--- src/rtl/regfile_nr_w.sv ---
// regfile_nr_w: NREGS x WIDTH register file with one synchronous write port and NRD
// combinational read ports, each read through a binary 2:1 mux tree.
// Register NREGS-1 can be hardwired to zero (ZERO_TOP=1).
// Optional macro REGFILE_BYPASS_EN: forwards same-cycle write data to matching read ports.
module regfile_nr_w #(
    parameter int unsigned WIDTH    = 64,
    parameter int unsigned NREGS    = 32,
    parameter int unsigned AW       = $clog2(NREGS),
    parameter int unsigned NRD      = 2,
    parameter bit          ZERO_TOP = 1'b1
) (
    input  logic                 clk,
    input  logic                 rst_n,
    input  logic                 wr_en,
    input  logic [AW-1:0]        wr_addr,
    input  logic [WIDTH-1:0]     wr_data,
    input  logic [NRD*AW-1:0]    rd_addr,
    output logic [NRD*WIDTH-1:0] rd_data,
    output logic                 wr_ack
);

    localparam logic [AW-1:0] TopIdx = AW'(NREGS - 1);

    logic [WIDTH-1:0]       mem_q [NREGS];
    logic [WIDTH-1:0]       mem_d [NREGS];
    logic                   wr_ack_q;
    logic                   wr_ack_d;
    logic [NREGS*WIDTH-1:0] mem_flat;

    // Next-state: update the addressed register unless it is the hardwired zero register.
    always_comb begin
        mem_d    = mem_q;
        wr_ack_d = wr_en;
        if (wr_en && !(ZERO_TOP && (wr_addr == TopIdx))) begin
            mem_d[wr_addr] = wr_data;
        end
    end

    // State: reset clears all registers and the ack immediately.
    always_ff @(posedge clk or negedge rst_n) begin
        if (!rst_n) begin
            for (int i = 0; i < int'(NREGS); i++) begin
                mem_q[i] <= '0;
            end
            wr_ack_q <= 1'b0;
        end else begin
            mem_q    <= mem_d;
            wr_ack_q <= wr_ack_d;
        end
    end

    assign wr_ack = wr_ack_q;

    for (genvar r = 0; r < NREGS; r++) begin : g_flat
        assign mem_flat[r*WIDTH +: WIDTH] = mem_q[r];
    end

    for (genvar k = 0; k < NRD; k++) begin : g_rd
        logic [AW-1:0]    addr;
        logic [WIDTH-1:0] data;

        assign addr = rd_addr[k*AW +: AW];

        // Level l holds NREGS>>l candidates; addr[l-1] picks between neighbouring pairs,
        // so bit 0 steers the first level and the MSB the last.
        for (genvar l = 0; l <= AW; l++) begin : g_lvl
            logic [(NREGS>>l)*WIDTH-1:0] v;
            if (l == 0) begin : g_leaf
                assign v = mem_flat;
            end else begin : g_node
                for (genvar i = 0; i < (NREGS >> l); i++) begin : g_mux
                    assign v[i*WIDTH +: WIDTH] = addr[l-1]
                        ? g_lvl[l-1].v[(2*i+1)*WIDTH +: WIDTH]
                        : g_lvl[l-1].v[(2*i)*WIDTH +: WIDTH];
                end
            end
        end

        // Output select: tree result, optional bypass, then the zero register overrides all.
        always_comb begin
            data = g_lvl[AW].v;
`ifdef REGFILE_BYPASS_EN
            if (wr_en && (wr_addr == addr)) begin
                data = wr_data;
            end
`endif
            if (ZERO_TOP && (addr == TopIdx)) begin
                data = '0;
            end
        end

        assign rd_data[k*WIDTH +: WIDTH] = data;
    end

endmodule

--- config.mk ---
export PLATFORM = sky130hd
export DESIGN_NAME = regfile_nr_w
export DESIGN_NICKNAME = d
export VERILOG_FILES = /design/src/rtl/regfile_nr_w.sv
export SDC_FILE = /design/constraint.sdc
export NUM_CORES = 2
export LEC_CHECK = 0
export ABC_CLOCK_PERIOD_IN_PS = 2800
export CORE_MARGIN = 5
export CORE_UTILIZATION = 60
export CTS_CLUSTER_DIAMETER = 150
export CTS_CLUSTER_SIZE = 24
export DETAILED_ROUTE_END_ITERATION = 7
export DONT_BUFFER_PORTS = 1
export PLACE_DENSITY = 0.76
export SYNTH_ARGS = -nofsm -noshare
export SYNTH_HDL_FRONTEND = slang
export SYNTH_SLANG_ARGS = --single-unit
--- constraint.sdc ---
create_clock -name clk -period 2.8 [get_ports clk]
set_input_delay 0.28 -clock clk [delete_from_list [all_inputs] [get_ports clk]]
set_output_delay 0.28 -clock clk [all_outputs]
set_load 0.05 [all_outputs]
# After elaboration in Yosys (flattened, before gate mapping)
# Cells that the tools add are included.
dict set report op_classes {
  magnitude_cmp 2
  n_eq_ne 3
  mux 67
  bitwise_logic 1
  n_reduce_logical 3
}
# operator count
set ops {}
lappend ops {{64-bit 2-to-1 mux} 65}
lappend ops {{2048-bit bitwise mux} 1}
lappend ops {{64-bit demux with 5-bit select} 1}
lappend ops {{5-bit == test (second input constant)} 3}
lappend ops {{6-bit greater-or-equal comparator (second input constant)} 1}
lappend ops {{6-bit by 1-bit < comparator with 1-bit output (second input constant)} 1}
lappend ops {{5-bit NOT with 6-bit output} 1}
lappend ops {{1-bit logical AND} 2}
lappend ops {{1-bit zero test} 1}
dict set report totals {
  regBits 2049
  in_bits 82
  elab_cells 109
}

# Logic depth before layout (Yosys ltp)
dict set report depth {
  ltp_word 6
  mapped_depth 10
  mapped_depth_nobuf 4
}

# Worst setup path before layout
# OpenSTA, ideal clock, no wires.
dict set report synth_timing {
  kind {input port to output port}
  startpoint {input rd_addr[5]}
  endpoint {output rd_data[116]}
  arrival_ns 3.031
  required_ns 2.520
  setup_slack_ns -0.511
  cell_stages 8
  path_buffers 4
  cell_sequence {buf_6 > buf_6 > buf_2 > buf_4 > nand3b_1 > o221ai_1 > a211oi_1 > nor4_1}
}
dict set report synth_between {
  elab_chain_len 6
}
# item line
set synth_rtl {}
lappend synth_rtl {{start: declaration} 17} ;# input logic [NRD*AW-1:0] rd_addr,
lappend synth_rtl {{64-bit 2-to-1 mux (5 in series)} 73} ;# ? g_lvl[l-1].v[(2*i+1)*WIDTH +: WIDTH]
lappend synth_rtl {{64-bit 2-to-1 mux (*)} 87} ;# if (ZERO_TOP && (addr == TopIdx)) begin
lappend synth_rtl {{end: declaration} 18} ;# output logic [NRD*WIDTH-1:0] rd_data,
# Mark *: on every way between the ends. The rest lies on a longest branch, timed or not.

# Final worst setup path
dict set report layout_timing {
  startpoint {input rd_addr[5]}
  endpoint {output rd_data[70]}
}
# Same word-level chain as after synthesis.

==> reports/results.tsv <==
stage	metric	value	unit
outcome	status	complete, but fails checks	
outcome	failing checks	hold timing, slew limit, setup timing	
pwr	sw frac	28.4	%
sta	Relative slew margins	-58.1	%
grt	vias in the first global route	70500	
cts	CTS HTree Levels	3	
cells_and_area	Core Util, Final	66.2	%
cells_and_area	final net count	6786	
cts	Root Buffer	clkbuf_16	
hold_path	Worst Hold Class	primary input to asynchronous set/reset pin	
sta	Max Slew Vio Count	568	
synth	top cells by count, synth	dfrtp_1, mux2_2, mux4_2	
floorplan	FP Rows	155	
floorplan	die height	434	um
critical_path	WP buf/inv	1	
critical_path	R2R Path End	g_rd[0].g_lvl[0].v[303]$_DFFE_PN0P_	
cells_and_area	layout cells sized above 1	55.1	%
cts	CTS sink cnt	2049	
critical_path	flop2flop setup slack	1760	ps
flow_run	Max Cap Violations	0	
critical_path	crit-path cells	mux4_2, mux4_2, a21o_1, buf_12	
cts	CTS tree	built	
synth	post-synth top area cell	dfrtp_1	
critical_path	WP data required	2520	ps
grt	largest net degree at the start of global routing	532	
route	WL final	324	mm
synth	most common cell in the netlist	dfrtp_1	
floorplan	core area	179000	um2
floorplan	full die area	189000	um2
pwr	worst vdd ir	0.626	mV
sta	Worst-Margin Slew	2370	ps
critical_path	Worst EP arrival	3560	ps
pwr	Flop pwr share	52.1	%
cts	hold-fix buffers at CTS	72	
sta	final worst setup slack	-1040	ps
grt	GRT overflow	0	
placement	Port Buffers	0	
synth	ranking of synthesized cells by area	dfrtp_1, mux4_2, mux2_2, mux2i_1, clkbuf_1	
sta	setup repair after global routing missed its margin	true	
cells_and_area	Synth-to-Final Area Change	9.53	%
pwr	Logic pwr share	26.7	%
floorplan	Initial Util	60.4	%
route	initial detailed-routing violation count	7426	
route	Initial DRT Pass Iterations	5	
synth	Mapped Nets	6989	
critical_path	Worst setup SP type	primary input	
critical_path	Worst R2R Start	g_rd[0].g_lvl[0].v[303]$_DFFE_PN0P_	
route	average wire per standard cell	35.7	um
synth	ys flop type	dfrtp_1	
cells_and_area	area of the multi-input gates	55000	um2
cts	CTS clock-pin slew for the worst setup and hold paths	90	ps
synth	number of synthesized flops with an enable pin	0	
cells_and_area	Non-Filler Instances	9077	
grt	initial antenna violation count	23	
placement	Placer Congestion	0.816	
critical_path	Worst Reg-to-Reg Cells	3	
pwr	Leakage	0.0511	uW
pwr	clock network power share	21.2	%
route	DR WL met3	30.2	mm
synth	ys async rst share	100	%
floorplan	Top-Level Pins	211	
synth	Yosys warnings	0	
critical_path	Crit-path slowest cell	mux4_2	
sta	endpoints failing setup	111	
synth	Cells after Synth	6907	
route	DRT met1 WL	123	mm
cts	Longest Clk Path Bufs	3	
route	Detail Route Antenna Nets	0	
synth	sequential area share after synthesis	47.5	%
grt	gr usage total	34.8	%
synth	average size of a mapped cell	15.6	um2
cts	CTS Buf Count	95	
sta	Hold WS	-311	ps
grt	first-pass GRT wire length	482	mm
critical_path	endpoint class of the critical path	primary output	
sta	clock skew	0	ps
route	Via Count	67200	
sta	minimum clock period	3840	ps
critical_path	most used cell, CP	mux4_2	
sta	Max Freq	261	MHz
floorplan	Die X	434	um
route	Routed met2 length	152	mm
placement	DP Cell Count	8793	
route	highest metal used	met5	
pwr	P per Cell Area	634	nW/um2
cells_and_area	FF+latch area	51300	um2
sta	Final Hold Vio Count	489	
sta	crit share post-route	137	%
route	vias per inst	7.40	
cells_and_area	# fillers	12300	
route	DRC viols	0	
critical_path	critical path type	primary input to primary output	
synth	share of the synthesized area in the top cell type	47.5	%
placement	DP HPWL	174	mm
critical_path	delay of the slowest cell on the worst path	1300	ps
cts	clk_lat worst skew	770	ps
synth	Synth cell types	54	
critical_path	CP top delay family	multiplexers	
synth	Synth Cell Area	108000	um2
pwr	Net Switching	21300	uW
critical_path	critical path peak fanout	531	
pwr	cell internal pwr	53800	uW
synth	flops & latches, synth	2049	
-- cell usage in the layout (no fill, tap or decap), types with 12 or more instances in the layout --
cell,count
a2111oi_4,30
a211oi_2,37
a21o_1,38
a21o_4,21
a21oi_1,12
a22o_1,71
buf_12,161
buf_16,14
buf_4,227
buf_6,37
clkbuf_16,99
dfrtp_1,2049
diode_2,12
dlygate4sd3_1,68
mux2_1,78
mux2_2,1941
mux2i_1,362
mux4_2,977
nand2_1,40
nand2_4,12
nand3_1,15
nor2_1,15
nor2_4,14
nor3_1,12
nor3_2,16
nor3_4,22
o221ai_1,43
o22ai_1,117
-- layout make-up --
class,instances,area share [%]
multi-input combinational,4041,46.4
sequential,2049,43.3
timing repair buffer,513,5.55
tap,2355,2.49
clock buffer,97,2.05
clock inverter,6,0.0825
antenna,12,0.0254
inverter,4,0.0211
-- routing by layer --
metal,up-vias,GRT usage (%)
li1,26400,-
met1,36400,47.4
met2,3491,54.6
met3,886,6.90
met4,8,16.8
met5,-,0
-- worst reg2reg max path: cells and delay by family (launching register included) --
family,cells,cell delay (ps)
muxes,1,260
DFF,1,420
buffers and inverters,2,260
-- how the worst max path moves through the flow --
stage	from	end	cells past startpoint
after floorplan	rd_addr[0]	rd_data[47]	8
after global placement	rst_n	g_rd[0].g_lvl[0].v[96]$_DFFE_PN0P_	4
after detailed placement	rst_n	g_rd[0].g_lvl[0].v[96]$_DFFE_PN0P_	4
after CTS	g_rd[0].g_lvl[0].v[183]$_DFFE_PN0P_	rd_data[119]	5
after global routing	rd_addr[5]	rd_data[76]	4
final	rd_addr[5]	rd_data[70]	4
-- cell families (layout without fill, tap and decap cells) --
logic type | Yosys count | in the layout | share of synthesized area [%]
buffers and inverters | 817 | 620 | 3.43
other | 0 | 12 | 0
muxes | 3369 | 3369 | 44.9
DFF | 2049 | 2049 | 47.5
AOI/OAI and AO/OA | 446 | 446 | 3.14
and+or+nand+nor | 226 | 226 | 1.10
-- power by group through the flow --
stage	sequential, uW	clock, uW	combinational (uW)
2_1_floorplan	38300	0	14800
3_3_place_gp	39000	0	17800
3_5_place_dp	39700	0	18200
4_1_cts	39000	16100	19700
5_1_grt	39900	17100	21200
6_report	39100	15900	20000
-- metrics by stage --
step / setup TNS [ps] / hold slack (ps) / instance area, um2 / total power (uW) / setup WS [ps]
after floorplan: -985 / -15.6 / 108000 / 53100 / -82.9
after global placement: -639680 / -11.0 / 113000 / 56800 / -1640
after detailed placement: -723870 / -10.6 / 113000 / 57900 / -1830
after CTS: -3570 / -212 / 118000 / 74800 / -217
after global routing: -11740 / -184 / 118000 / 78100 / -374
final: -41330 / -311 / 118000 / 75100 / -1040
-- sequential cells by signal, indices dropped and copies added (netlist names) --
signal and count:
g_rd.g_lvl.v 2048, wr_ack 1
-- repair_timing --
item                                    4_1_cts  5_1_grt
gates resized for setup                     232       39
gates cloned                                  3        2
pin swaps                                   126       44
endpoints found under the hold margin      2528      489
endpoints found under the setup margin      359      536
buffers inserted                             80       30
No activity file was read; power rests on OpenSTA's default activity.
